<file path="config.mk">
export PLATFORM = sky130hd
export DESIGN_NAME = shift_register_unit_flat
export DESIGN_NICKNAME = d
export VERILOG_FILES = /design/src/rtl/sru_pkg.sv /design/src/rtl/shift_register_unit_if.sv /design/src/rtl/shift_step_counter.sv /design/src/rtl/shift_register_unit.sv /design/src/flat_wrapper.sv
export SDC_FILE = /design/constraint.sdc
export NUM_CORES = 1
export LEC_CHECK = 0
export CAP_MARGIN = 20
export CORE_MARGIN = 2
export CORE_UTILIZATION = 55
export CTS_CLUSTER_DIAMETER = 80
export DETAILED_ROUTE_END_ITERATION = 6
export DONT_BUFFER_PORTS = 1
export PLACE_DENSITY = 0.73
export SYNTH_ARGS = -nofsm -noshare
export SYNTH_HDL_FRONTEND = slang
export SYNTH_SLANG_ARGS = --single-unit
</file>
<file path="constraint.sdc">
create_clock -name clk -period 1.95 [get_ports clk]
set_input_delay 0.195 -clock clk [delete_from_list [all_inputs] [get_ports clk]]
set_output_delay 0.195 -clock clk [all_outputs]
set_load 0.02 [all_outputs]
</file>
<file path="src/rtl/sru_pkg.sv">
// rtl/sru_pkg.sv - shared types for the shift register unit
package sru_pkg;

    typedef enum logic {S_IDLE, S_SHIFT} sru_state_t;
    typedef enum logic {DIR_L, DIR_R} sru_dir_t;

endpackage

</file>
<file path="src/rtl/shift_register_unit_if.sv">
// rtl/shift_register_unit_if.sv - command and status bundle of the shift register unit
interface shift_register_unit_if #(
    parameter int WIDTH = 10,
    parameter int CNT_W = $clog2(WIDTH + 1)
);
    logic             init;
    logic             zero;
    logic             ld;
    logic             shl;
    logic             shr;
    logic [CNT_W-1:0] amt;
    logic             sin;
    logic [WIDTH-1:0] pi;
    logic [WIDTH-1:0] po;
    logic             sout;
    logic             busy;
    logic             done;

    modport master (
        output init, zero, ld, shl, shr, amt, sin, pi,
        input  po, sout, busy, done
    );

    modport slave (
        input  init, zero, ld, shl, shr, amt, sin, pi,
        output po, sout, busy, done
    );
endinterface

</file>
<file path="src/rtl/shift_step_counter.sv">
// rtl/shift_step_counter.sv - remaining-step down-counter with saturating load
module shift_step_counter #(
    parameter int WIDTH = 10,
    parameter int CNT_W = $clog2(WIDTH + 1)
) (
    input  logic             clk,
    input  logic             rst,
    input  logic             load,
    input  logic             clr,
    input  logic             dec,
    input  logic [CNT_W-1:0] amt,
    output logic [CNT_W-1:0] n_sat,
    output logic [CNT_W-1:0] cnt,
    output logic             last
);
    localparam logic [CNT_W-1:0] WMAX = CNT_W'(WIDTH);

    logic [CNT_W-1:0] cnt_q, cnt_d;

    always_comb begin
        n_sat = (amt > WMAX) ? WMAX : amt;
    end

    // The step issued at load time counts as the first one, so n-1 remain.
    always_comb begin
        cnt_d = cnt_q;
        if (clr) begin
            cnt_d = '0;
        end else if (load) begin
            cnt_d = (n_sat == '0) ? '0 : n_sat - CNT_W'(1);
        end else if (dec && (cnt_q != '0)) begin
            cnt_d = cnt_q - CNT_W'(1);
        end
    end

    always_ff @(posedge clk or negedge rst) begin
        if (!rst) begin
            cnt_q <= '0;
        end else begin
            cnt_q <= cnt_d;
        end
    end

    assign cnt  = cnt_q;
    assign last = (cnt_q == CNT_W'(1));
endmodule

</file>
<file path="src/rtl/shift_register_unit.sv">
// rtl/shift_register_unit.sv - load/init/clear register with autonomous multi-bit serial shifting
module shift_register_unit
    import sru_pkg::*;
#(
    parameter int               WIDTH    = 10,
    parameter logic [WIDTH-1:0] INIT_VAL = 10'b01_0000_0000,
    parameter int               CNT_W    = $clog2(WIDTH + 1)
) (
    input logic                  clk,
    input logic                  rst,
    shift_register_unit_if.slave bus
);
    sru_state_t       state_q, state_d;
    sru_dir_t         dir_q, dir_d;
    logic [WIDTH-1:0] po_q, po_d;
    logic             sout_q, sout_d;
    logic             done_q, done_d;
    logic             sin_q, sin_d;

    logic             cnt_load, cnt_clr, cnt_dec;
    logic [CNT_W-1:0] n_sat, cnt;
    logic             last;
    logic             step;
    logic             step_sin;
    sru_dir_t         step_dir;

    shift_step_counter #(.WIDTH(WIDTH), .CNT_W(CNT_W)) u_cnt (
        .clk   (clk),
        .rst   (rst),
        .load  (cnt_load),
        .clr   (cnt_clr),
        .dec   (cnt_dec),
        .amt   (bus.amt),
        .n_sat (n_sat),
        .cnt   (cnt),
        .last  (last)
    );

    always_comb begin
        state_d  = state_q;
        dir_d    = dir_q;
        po_d     = po_q;
        sout_d   = sout_q;
        done_d   = 1'b0;
        sin_d    = sin_q;
        cnt_load = 1'b0;
        cnt_clr  = 1'b0;
        cnt_dec  = 1'b0;
        step     = 1'b0;
        step_sin = sin_q;
        step_dir = dir_q;

        if (state_q == S_IDLE) begin
            if (bus.init) begin
                po_d = INIT_VAL;
            end else if (bus.zero) begin
                po_d = '0;
            end else if (bus.ld) begin
                po_d = bus.pi;
            end else if (bus.shl || bus.shr) begin
                dir_d    = bus.shl ? DIR_L : DIR_R;
                sin_d    = bus.sin;
                step_dir = dir_d;
                step_sin = bus.sin;
                cnt_load = 1'b1;
                if (n_sat == '0) begin
                    done_d = 1'b1;
                end else begin
                    step = 1'b1;
                    if (n_sat == CNT_W'(1)) begin
                        done_d = 1'b1;
                    end else begin
                        state_d = S_SHIFT;
                    end
                end
            end
        end else begin
            // init/zero abort the running shift without a done pulse.
            if (bus.init || bus.zero) begin
                po_d    = bus.init ? INIT_VAL : '0;
                state_d = S_IDLE;
                cnt_clr = 1'b1;
            end else begin
                step    = 1'b1;
                cnt_dec = 1'b1;
                if (last) begin
                    state_d = S_IDLE;
                    done_d  = 1'b1;
                end
            end
        end

        if (step) begin
            if (step_dir == DIR_L) begin
                po_d   = {po_q[WIDTH-2:0], step_sin};
                sout_d = po_q[WIDTH-1];
            end else begin
                po_d   = {step_sin, po_q[WIDTH-1:1]};
                sout_d = po_q[0];
            end
        end
    end

    always_ff @(posedge clk or negedge rst) begin
        if (!rst) begin
            state_q <= S_IDLE;
            dir_q   <= DIR_L;
            po_q    <= '0;
            sout_q  <= 1'b0;
            done_q  <= 1'b0;
            sin_q   <= 1'b0;
        end else begin
            state_q <= state_d;
            dir_q   <= dir_d;
            po_q    <= po_d;
            sout_q  <= sout_d;
            done_q  <= done_d;
            sin_q   <= sin_d;
        end
    end

    assign bus.po   = po_q;
    assign bus.sout = sout_q;
    assign bus.done = done_q;
    assign bus.busy = (state_q == S_SHIFT);
endmodule

</file>
<file path="src/flat_wrapper.sv">
// flat-port wrapper written by rule: the top's interface ports become plain ports
module shift_register_unit_flat import sru_pkg::*;
#(
    parameter int               WIDTH    = 10,
    parameter logic [WIDTH-1:0] INIT_VAL = 10'b01_0000_0000,
    parameter int               CNT_W    = $clog2(WIDTH + 1)
)
  (clk, rst, bus_init, bus_zero, bus_ld, bus_shl, bus_shr, bus_amt, bus_sin, bus_pi, bus_po, bus_sout, bus_busy, bus_done);
  shift_register_unit_if #(.WIDTH(WIDTH), .CNT_W(CNT_W)) bus_i ();
  input logic clk;
  input logic rst;
  input wire logic [$bits(bus_i.init)-1:0] bus_init;
  input wire logic [$bits(bus_i.zero)-1:0] bus_zero;
  input wire logic [$bits(bus_i.ld)-1:0] bus_ld;
  input wire logic [$bits(bus_i.shl)-1:0] bus_shl;
  input wire logic [$bits(bus_i.shr)-1:0] bus_shr;
  input wire logic [$bits(bus_i.amt)-1:0] bus_amt;
  input wire logic [$bits(bus_i.sin)-1:0] bus_sin;
  input wire logic [$bits(bus_i.pi)-1:0] bus_pi;
  output wire logic [$bits(bus_i.po)-1:0] bus_po;
  output wire logic [$bits(bus_i.sout)-1:0] bus_sout;
  output wire logic [$bits(bus_i.busy)-1:0] bus_busy;
  output wire logic [$bits(bus_i.done)-1:0] bus_done;
  assign bus_i.init = bus_init;
  assign bus_i.zero = bus_zero;
  assign bus_i.ld = bus_ld;
  assign bus_i.shl = bus_shl;
  assign bus_i.shr = bus_shr;
  assign bus_i.amt = bus_amt;
  assign bus_i.sin = bus_sin;
  assign bus_i.pi = bus_pi;
  assign bus_po = bus_i.po;
  assign bus_sout = bus_i.sout;
  assign bus_busy = bus_i.busy;
  assign bus_done = bus_i.done;
  shift_register_unit #(.WIDTH(WIDTH), .INIT_VAL(INIT_VAL), .CNT_W(CNT_W)) u_core (.clk(clk), .rst(rst), .bus(bus_i));
endmodule
</file>
# ---- Word level (Yosys, flattened, before mapping)
# Cells that the tools add are included.
dict set report totals {
  regBits 19
  latch_bits 0
  ramBits 0
  mem_bits_ro 0
  inputBits 22
  elab_cells 79
  memories 0
}
dict set report op_classes {
  addsub 2
  n_mul 0
  n_div 0
  order_cmp 1
  eq_ne 3
  shift 0
  muxes 58
  bitwise 0
  reduce_logical 8
}
# operator n
set ops {}
lappend ops {{$mux 10} 7}
lappend ops {{$mux 1} 45}
lappend ops {{$mux 4} 5}
lappend ops {{$mux 9} 1}
lappend ops {{$eq 4x1->1 const B} 2}
lappend ops {{$sub 4x1->4 const B} 2}
lappend ops {{$reduce_bool 5->1} 1}
lappend ops {{$gt 4x4->1 const B} 1}
lappend ops {{$logic_not 4->1} 1}
lappend ops {{$reduce_bool 4->1} 1}
lappend ops {{$ne 3x3->1 const B} 1}
lappend ops {{$reduce_bool 3->1} 1}
lappend ops {{$logic_or 1x1->1} 2}
lappend ops {{$reduce_and 2->1} 1}
lappend ops {{$logic_and 1x1->1} 1}

# ---- Longest topological paths before layout
# Gate-level depths: netlist of run 1.
dict set report logic_depth {
  word_depth 11
  mapped_depth 7
  ltp_nobuf 6
}

# ---- Cells and area by module
# Synthesis of run 1 repeated with hierarchy kept, for this count alone.
dict set report hier_totals {
  hier_cells 165
  hier_area_um2 1427.6
}
# module n_inst cells_per_inst area_each_um2 seq_area_each_um2
set modules_own_cells {}
lappend modules_own_cells {shift_register_unit 1 115 1018.5 375.4}
lappend modules_own_cells {shift_step_counter 1 50 409.1 100.1}

# ---- Least setup slack after synthesis of run 1
# OpenSTA, ideal clock, no wires.
dict set report synth_path {
  kind {reg-to-reg}
  from {register u_core.state_q (netlist: u_core.bus.busy)}
  to {register u_core.u_cnt.cnt_q[0] (netlist: u_core.u_cnt.cnt[0])}
  setup_time_ns 0.126
  t_arrival_ns 1.839
  required_time_ns 1.824
  path_slack_ns -0.016
  stages_incl_launch_ff 7
  path_buffers 2
  path_cell_list {dfrtp_1 > buf_6 > or3_4 > clkbuf_8 > nor3_4 > a21oi_1 > a221o_2}
}
dict set report synth_via {
  elab_chain_len 3
  word_cells_on_any_way 7
}
# item line_no
set synth_lines {}
lappend synth_lines {{from (decl)} shift_register_unit.sv:13} ;# sru_state_t state_q, state_d;
lappend synth_lines {{from (signal assigned)} shift_register_unit.sv:113} ;# state_q <= state_d;
lappend synth_lines {{$mux 1} shift_register_unit.sv:53} ;# if (state_q == S_IDLE) begin
lappend synth_lines {{$mux 4 / $logic_and 1x1->1 (equally long branches)} {shift_step_counter.sv:29, shift_step_counter.sv:31}}
lappend synth_lines {{$mux 4 / $reduce_bool 3->1 (equally long branches)} n/a}
lappend synth_lines {{to (signal assigned)} shift_step_counter.sv:40} ;# cnt_q <= cnt_d;
lappend synth_lines {{to (decl)} shift_step_counter.sv:18} ;# logic [CNT_W-1:0] cnt_q, cnt_d;
# Parallel ways exist; a longest one is shown, timed or not.
# A chain may end at the register's enable or synchronous reset.

# ---- Final worst setup path of run 1
dict set report layout_path {
  from {register u_core.state_q (netlist: u_core.bus.busy)}
  to {register u_core.po_q[0] (netlist: u_core.bus.po[0])}
}
dict set report layout_via {
  elab_chain_len 3
  word_cells_on_any_way 9
}
# item line_no
set layout_lines {}
lappend layout_lines {{$mux 1, on equally long branches} n/a}
lappend layout_lines {{$ne 3x3->1 (no line), or another cell as far along} n/a}
lappend layout_lines {{$reduce_and 2->1 (no line) / $mux 10 (equally long branches)} n/a}
lappend layout_lines {{to (signal assigned)} shift_register_unit.sv:115} ;# po_q <= po_d;
lappend layout_lines {{to (decl)} shift_register_unit.sv:15} ;# logic [WIDTH-1:0] po_q, po_d;
# Parallel ways exist; a longest one is shown, timed or not.

==> impl_metrics.env, run 1 <==
export IMPL_status="complete, no violations"
export IMPL_path_class="reg -> reg"
export IMPL_die_width_um=49.9
export IMPL_multi_input_area_um2=632
export IMPL_syn_inst=113
export IMPL_synth_area_um2=1160
export IMPL_combPwrFrac_pct=29.6
export IMPL_tritoncts="yes"
export IMPL_port_buffers=0
export IMPL_seq_area_um2=477
export IMPL_layout_drive_gt1_share_pct=19.0
export IMPL_synth_cell_types=35
export IMPL_fin_crit_ns=1.91
export IMPL_startpoint_type="register"
export IMPL_antenna_found_initial=0
export IMPL_grt_overflow_total=0
export IMPL_finalCritPeriodShare_pct=98.2
export IMPL_vias_per_cell=6.57
export IMPL_stdcell_area_um2=1270
export IMPL_seq_power_share_pct=51.3
export IMPL_clock_latency_ns=0.29
export IMPL_routabilityCongestion=0.820
export IMPL_fillers=173
export IMPL_cts_inserted_buffers=3
export IMPL_cts_num_sinks=19
export IMPL_routed_wl_um=2570
export IMPL_clkPwrFrac_pct=19.1
export IMPL_cts_root_buf="clkbuf_4"
export IMPL_ys_seq_area_share_pct=41.0
export IMPL_die_y_um=49.9
export IMPL_grt_first_pass_wirelength_um=4370
export IMPL_synth_ff_type="dfrtp_1"
export IMPL_required_ns=2.12
export IMPL_cp_end_kind="register"
export IMPL_ant_nets=0
export IMPL_synth_fp_nets=137
export IMPL_total_power_mw=1.02
export IMPL_initial_core_util_pct=58.5
export IMPL_p_leak_nw=0.511
export IMPL_drc_errors=0
export IMPL_avgSynthCellArea_um2=10.3
export IMPL_vias=973
export IMPL_hold_path_class="in -> reg"
export IMPL_maxCapViolCount=0
export IMPL_clockBufferDepth=2
export IMPL_swShare_pct=34.0
export IMPL_ir_drop_uv=550
export IMPL_nNetsFinal=146
export IMPL_yosysWarnings=0
export IMPL_io_pins=35
export IMPL_finClkSkew_ns=0.000949
export IMPL_setup_viol=0
export IMPL_grtUsageTotal_pct=23.3
export IMPL_worstPathMaxFanout=6
export IMPL_die_area_um2=2490
export IMPL_p_int_mw=0.671
export IMPL_synth_seq_cells=19
export IMPL_diodes=0
export IMPL_rows=16
export IMPL_async_flop_share_pct=100
export IMPL_maxSlewViolCount=0
export IMPL_hpwl_um=1920
export IMPL_drt_first_pass_iters=4
export IMPL_wl_per_cell_um=17.4
export IMPL_hold_viol=0
export IMPL_clk_pin_slew_worst_paths_ns=0.10
export IMPL_crit_arrival_ns=2.09
export IMPL_fmaxAchievable_mhz=522
export IMPL_synth_edf_count=0
export IMPL_core_region_area_um2=1980
export IMPL_h_tree_depth=1
export IMPL_power_density_nw_per_um2=801
export IMPL_grt_pass1_vias=944
export IMPL_syn2layout_area_growth_pct=9.61
export IMPL_tightest_slew_ns=0.837
export IMPL_dr_first_iter_drc_count=15
export IMPL_dpl_instance_area_um2=1190
export IMPL_p_sw_mw=0.346
export IMPL_maxSlewHeadroom_pct=44.0
export IMPL_grt_max_degree=20
[stage by stage]
stage | cells | TNS (ns) | hold slack [ns] | utilization (%) | worst slack (ns)
after detailed placement | 139 | 0 | -0.100 | 60.1 | 0.0192
after CTS | 144 | 0 | 0.0614 | 61.9 | 0.00170
after global placement | 139 | 0 | -0.100 | 60.1 | 0.0522
after global routing | 148 | -0.0911 | 0.0836 | 64.1 | -0.0373
final | 148 | 0 | 0.0665 | 64.1 | 0.0354
after floorplan | 113 | 0 | -0.101 | - | 0.00757
[power groups by stage]
stage | Clock [mW] | Combinational (mW) | Sequential [mW]
finish | 0.195 | 0.301 | 0.522
floorplan | 0 | 0.230 | 0.515
global placement | 0 | 0.270 | 0.527
detailed placement | 0 | 0.282 | 0.529
CTS | 0.200 | 0.292 | 0.521
global route | 0.218 | 0.337 | 0.529
[state kept, by name, summed over array words and instances (netlist names)]
register,count
u_core.sin_q,1
u_core.bus.sout,1
u_core.bus.busy,1
u_core.bus.po,10
u_core.dir_q,1
u_core.bus.done,1
u_core.u_cnt.cnt,4
[final timing paths]
| kind | cells past startpoint | slack, ns | to | start |
|---|---|---|---|---|
| worst max-delay path | 6 | 0.04 | u_core.bus.po[0]$_DFFE_PN0P_ | u_core.bus.busy$_DFF_PN0_ |
| worst min-delay path | 2 | 0.07 | u_core.bus.po[8]$_DFFE_PN0P_ | bus_init |
| worst max register to register | 6 | 0.04 | u_core.bus.po[0]$_DFFE_PN0P_ | u_core.bus.busy$_DFF_PN0_ |
| worst min register to register | 1 | 0.55 | u_core.sin_q$_DFF_PN0_ | u_core.sin_q$_DFF_PN0_ |
| max in group asynchronous | 1 | 0.95 | u_core.bus.busy$_DFF_PN0_ | rst |
| min in group asynchronous | 1 | 0.44 | u_core.bus.po[9]$_DFFE_PN0P_ | rst |
[cell usage in the layout, fill, tap and decap left out, drive strengths merged]
cell	Yosys	final
nand2b	1	1
ha	2	2
nor4	1	1
nor2	7	7
buf	4	9
and2	1	1
a21o	1	1
dlygate4sd3	0	1
mux2	1	1
o32ai	1	1
nor2b	1	1
a2111oi	1	1
clkbuf	2	4
a221o	1	1
a22oi	8	8
a21oi	12	12
inv	3	3
mux2i	10	10
o221a	1	1
nand3	1	1
nand2	4	4
dfrtp	19	19
nor3	5	5
o21ai	10	10
or3	1	1
nor3b	3	3
a32o	1	1
a211oi	1	1
o22ai	10	10
[metal layers]
metal | vias up | GRT usage, % | part of all wire (%)
li1 | 455 | - | -
met1 | 462 | 31.1 | 43
met2 | 52 | 34.7 | 46
met3 | 4 | 10.3 | 10
met4 | 0 | 5.09 | 1.1
met5 | - | 0 | 0
[logic make-up after synthesis]
group / after synthesis / share of synthesized area, %
fa+ha+maj: 2 / 2.16
flops: 19 / 41.0
mux: 11 / 9.61
simple gates: 25 / 13.7
buf+inv: 9 / 5.51
compound gates: 47 / 28.0
[final cells by class]
cell class / instances / share of cell area [%]
clock buffers: 4 / 2.07
well taps: 27 / 2.66
multi-input cells: 85 / 49.8
repair buffers: 10 / 7.09
flip-flops and latches: 19 / 37.5
inverters: 3 / 0.887
[cell usage after synthesis, drive strengths merged, types with 2 or more instances]
master  count  share of area [%]
clkbuf      2                1.5
nand2       4                1.3
o21ai      10                4.3
buf         4                3.0
nor3        5                3.1
a22oi       8                5.2
nor2        7                2.5
ha          2                2.2
inv         3               0.97
dfrtp      19                 41
mux2i      10                8.6
nor3b       3                1.9
a21oi      12                5.8
o22ai      10                5.4
[worst max-delay path, cell delays in order, from the launching register on]
cell and delay, ns:
dfrtp_2 0.44, or3_4 0.35, a2111oi_4 0.56, buf_4 0.21, nor3b_1 0.04, a21oi_1 0.11
o22ai_1 0.08
[what timing repair did]
item | in CTS | in global routing
resized for setup | 0 | 3
setup buffers | 0 | 4
hold buffers | 1 | 0
endpoints found under the hold margin | 19 | 0
endpoints found under the setup margin | 0 | 11
(Power assumes the default switching activity.)
==> run 2: changes to the inputs <==
CORE_UTILIZATION = 58   (was 55)
CTS_BUF_LIST = sky130_fd_sc_hd__clkbuf_8   (was default)
PLACE_DENSITY = 0.76   (was 0.73)
SKIP_CTS_REPAIR_TIMING = 1   (was default)
==> run 2 against run 1 <==
Maximum frequency up 2.2%. Global-route usage up 1.9 points. Clock power up 45%. Wire length up 5.9%. Utilization up 2.5 points. Final cell count down 0.68%. Largest cell class unchanged. Combinational power down 1%. Hold slack better by 0.043 ns.
==> impl_metrics.env, run 2 (same netlist as run 1, synthesis figures left out) <==
export IMPL_worstPathMaxFanout=5
export IMPL_clk_pin_slew_worst_paths_ns=0.07
export IMPL_die_area_um2=2370
export IMPL_final_cell_mix="18 x dfrtp_1, 10 x a21oi_1, 10 x o22ai_1, 10 x mux2i_1, 8 x o21ai_0"
export IMPL_drc_errors=0
export IMPL_instances_no_fill=147
export IMPL_die_width_um=48.7
export IMPL_hold_viol=0
export IMPL_port_buffers=0
export IMPL_final_common_cell="dfrtp_1"
export IMPL_numPlacedInstances=139
export IMPL_fin_crit_ns=1.87
export IMPL_initial_core_util_pct=60.3
export IMPL_cts_num_sinks=19
export IMPL_p_leak_nw=0.515
export IMPL_grt_pass1_vias=962
export IMPL_status="complete, no violations"
export IMPL_tritoncts="yes"
export IMPL_ant_nets=0
export IMPL_path_class="reg -> reg"
export IMPL_grt_overflow_total=0
export IMPL_drt_first_pass_iters=4
export IMPL_largest_reg_flops=10
export IMPL_grtUsageTotal_pct=25.2
export IMPL_finalCritPeriodShare_pct=96.1
export IMPL_nNetsFinal=145
export IMPL_power_density_nw_per_um2=863
export IMPL_die_y_um=48.7
export IMPL_grt_first_pass_wirelength_um=4570
export IMPL_clockBufferDepth=2
export IMPL_h_tree_depth=1
export IMPL_finClkSkew_ns=0.00325
export IMPL_clock_latency_ns=0.26
export IMPL_startpoint_type="register"
export IMPL_routabilityCongestion=0.911
export IMPL_grt_max_degree=20
export IMPL_fmaxAchievable_mhz=534
export IMPL_routed_wl_um=2730
export IMPL_layout_drive_gt1_share_pct=20.0
export IMPL_wl_per_cell_um=18.5
export IMPL_r2r_slack_ns=0.08
export IMPL_hpwl_um=1920
export IMPL_ir_drop_uv=572
export IMPL_core_region_area_um2=1920
export IMPL_required_ns=2.07
export IMPL_hold_path_class="in -> reg"
export IMPL_tightest_slew_ns=0.869
export IMPL_maxCapViolCount=0
export IMPL_vias=981
export IMPL_dr_first_iter_drc_count=32
export IMPL_setup_viol=0
export IMPL_maxSlewViolCount=0
export IMPL_diodes=0
export IMPL_cts_inserted_buffers=3
export IMPL_crit_arrival_ns=2.00
export IMPL_io_pins=35
export IMPL_fillers=160
export IMPL_vias_per_cell=6.67
export IMPL_maxSlewHeadroom_pct=41.9
export IMPL_syn2layout_area_growth_pct=10.5
export IMPL_stdcell_area_um2=1280
export IMPL_rows=16
export IMPL_cp_end_kind="register"
export IMPL_cts_root_buf="clkbuf_8"
export IMPL_dpl_instance_area_um2=1190
export IMPL_antenna_found_initial=0
run 2: routing by layer:
layer  vias up  GRT usage (%)  wire length, µm
met5         -              0                0
met4         0           11.0               48
met3         4           4.63              186
met2        41           37.2             1290
met1       486           36.3             1200
li1        450              -                -
run 2: path summary, 6_finish.rpt:
kind	from	to	cells after the start
worst max-delay path	u_core.bus.busy$_DFF_PN0_	u_core.bus.po[0]$_DFFE_PN0P_	6
worst min-delay path	bus_init	u_core.bus.po[8]$_DFFE_PN0P_	2
worst max register to register	u_core.bus.busy$_DFF_PN0_	u_core.bus.po[0]$_DFFE_PN0P_	6
worst min register to register	u_core.sin_q$_DFF_PN0_	u_core.sin_q$_DFF_PN0_	1
max in group asynchronous	rst	u_core.bus.busy$_DFF_PN0_	1
min in group asynchronous	rst	u_core.u_cnt.cnt[2]$_DFFE_PN0P_	1
run 2: power by group:
part	internal, mW	total, mW	switching [mW]
clock	0.142	0.282	0.139
combinational	0.140	0.297	0.158
sequential	0.451	0.525	0.0743
total	0.733	1.10	0.371
run 2: critical path: stages, from the launching register on:
cell and delay [ns]:
dfrtp_2 0.41, or3_4 0.41, a2111oi_4 0.46, buf_4 0.20, nor3b_1 0.05, a21oi_1 0.12, o22ai_1 0.08
run 2: area by class of cell:
cell class	instances	area, µm²	share of cell area [%]
clock inverter	1	5.00	0.391
sequential	19	477	37.2
multi-input combinational	85	629	49.2
clock buffer	3	41.3	3.23
inverter	3	11.3	0.880
tap	27	33.8	2.64
timing repair buffer	9	82.6	6.45
run 2: metrics by stage:
stage	power (mW)	hold slack (ns)	worst slack, ns	utilization (%)	setup TNS [ns]
4_1_cts	1.09	-0.382	0.0115	64.4	0
6_report	1.10	0.109	0.0760	66.6	0
3_5_place_dp	0.810	-0.100	0.0219	62.0	0
3_3_place_gp	0.796	-0.100	0.101	62.0	0
5_1_grt	1.17	0.113	-0.00265	66.6	-0.00265
2_1_floorplan	0.745	-0.101	0.00757	-	0
==> run 3: changes to the inputs <==
CELL_PAD_IN_SITES_DETAIL_PLACEMENT = 1   (was default)
CELL_PAD_IN_SITES_GLOBAL_PLACEMENT = 2   (was default)
CORE_UTILIZATION = 35   (was 58)
PLACE_DENSITY = default   (was 0.76)
PLACE_DENSITY_LB_ADDON = 0.1   (was default)
==> run 3 against run 2 <==
Global-route usage fell by 6.4 points. Sequential share of layout area down 0.47 points. Die area grew 60%. Worst setup slack improved by 0.047 ns. Critical path type unchanged.
==> impl_metrics.env, run 3 (same netlist as run 1, synthesis figures left out) <==
export IMPL_status="complete, no violations"
export IMPL_tritoncts="yes"
export IMPL_layout_drive_gt1_share_pct=20.2
export IMPL_syn2layout_area_growth_pct=11.9
export IMPL_initial_core_util_pct=37.3
export IMPL_antenna_found_initial=0
export IMPL_cts_inserted_buffers=3
export IMPL_total_power_mw=1.10
export IMPL_die_area_um2=3790
export IMPL_maxSlewViolCount=0
export IMPL_maxSlewHeadroom_pct=43.1
export IMPL_crit_arrival_ns=1.94
export IMPL_cts_num_sinks=19
export IMPL_vias_per_cell=5.99
export IMPL_h_tree_depth=1
export IMPL_worstPathMaxFanout=7
export IMPL_wl_per_cell_um=19.1
export IMPL_hp_start="bus_sin"
export IMPL_cp_end_kind="register"
export IMPL_clockBufferDepth=2
export IMPL_r2r_start="u_core.bus.busy$_DFF_PN0_"
export IMPL_wl_met2_um=1350
export IMPL_core_region_area_um2=3100
export IMPL_vias=977
export IMPL_io_pins=35
export IMPL_path_class="reg -> reg"
export IMPL_grtUsageTotal_pct=18.8
export IMPL_required_ns=2.07
export IMPL_grt_max_degree=20
export IMPL_final_cell_mix="18 x dfrtp_1, 10 x a21oi_1, 10 x o22ai_1, 10 x mux2i_1, 8 x o21ai_0"
export IMPL_ir_drop_uv=386
export IMPL_rsz0062_at_grt="false"
export IMPL_wl_met1_um=1460
export IMPL_nNetsFinal=144
export IMPL_grt_pass1_vias=976
export IMPL_place_ws_ns=0.00482
export IMPL_dr_first_iter_drc_count=58
export IMPL_routabilityCongestion=0.826
export IMPL_drt_first_pass_iters=4
export IMPL_tightest_slew_ns=0.851
export IMPL_die_width_um=61.5
export IMPL_fin_hold_ws_ns=0.133
export IMPL_die_y_um=61.5
export IMPL_routed_wl_um=3110
export IMPL_grt_first_pass_wirelength_um=5090
export IMPL_startpoint="u_core.bus.busy$_DFF_PN0_"
export IMPL_fin_crit_ns=1.83
export IMPL_grt_overflow_total=0
export IMPL_setup_viol=0
export IMPL_maxCapViolCount=0
export IMPL_largest_reg_flops=10
export IMPL_wl_met3_um=264
export IMPL_drc_errors=0
export IMPL_layout_setup_ws_ns=0.124
export IMPL_ant_nets=0
export IMPL_cts_root_buf="clkbuf_8"
export IMPL_clk_pin_slew_worst_paths_ns=0.08
export IMPL_hpwl_um=2360
export IMPL_fmaxAchievable_mhz=548
export IMPL_port_buffers=0
export IMPL_hold_viol=0
export IMPL_highest_layer="met4"
export IMPL_rows=20
export IMPL_diodes=0
export IMPL_finalCritPeriodShare_pct=93.7
export IMPL_startpoint_type="register"
export IMPL_finClkSkew_ns=0.00826
export IMPL_final_common_cell="dfrtp_1"
export IMPL_power_density_nw_per_um2=847
export IMPL_hold_path_class="in -> reg"
export IMPL_p_leak_nw=0.511
export IMPL_clock_latency_ns=0.26
[run 3: final cells by class]
class / count / area (µm²)
Fill cell: 370 / 1810
Tap cell: 44 / 55.1
Multi-Input combinational cell: 85 / 633
Sequential cell: 19 / 477
Clock buffer: 3 / 41.3
Inverter: 3 / 11.3
Timing Repair Buffer: 8 / 75.1
Clock inverter: 1 / 3.75
[run 3: power breakdown]
group	internal (mW)	switching [mW]	total [mW]
Sequential	0.451	0.0742	0.525
Clock	0.140	0.131	0.271
Combinational	0.140	0.162	0.302
[run 3: critical path: stages (launching register included)]
cell	delay [ns]
dfrtp_2	0.42
or3_4	0.40
a2111oi_4	0.30
buf_4	0.20
nor2_2	0.09
a22oi_1	0.17
o22ai_1	0.10
[run 3: per-stage QoR]
stage / setup TNS, ns / cell area, µm² / cells / util, %
5_1_grt: 0 / 1300 / 163 / 41.8
4_1_cts: -0.0234 / 1270 / 162 / 41.0
3_3_place_gp: 0 / 1230 / 158 / 39.6
3_5_place_dp: 0 / 1230 / 158 / 39.6
6_report: 0 / 1300 / 163 / 41.8
2_1_floorplan: 0 / 1160 / 113 / -
[run 3: metal layers]
layer | up-vias | track usage [%]
met3 | 5 | 5.25
met2 | 38 | 27.7
li1 | 447 | -
met1 | 487 | 26.5
met5 | - | 0
met4 | 0 | 6.38
[run 3: worst paths after layout]
check,cells after the start,endpoint,slack (ns)
worst max-delay path,6,u_core.bus.po[1]$_DFFE_PN0P_,0.12
worst min-delay path,1,u_core.sin_q$_DFF_PN0_,0.13
worst max register to register,6,u_core.bus.po[1]$_DFFE_PN0P_,0.12
worst min register to register,1,u_core.sin_q$_DFF_PN0_,0.54
max in group asynchronous,1,u_core.bus.busy$_DFF_PN0_,0.89
min in group asynchronous,1,u_core.sin_q$_DFF_PN0_,0.49
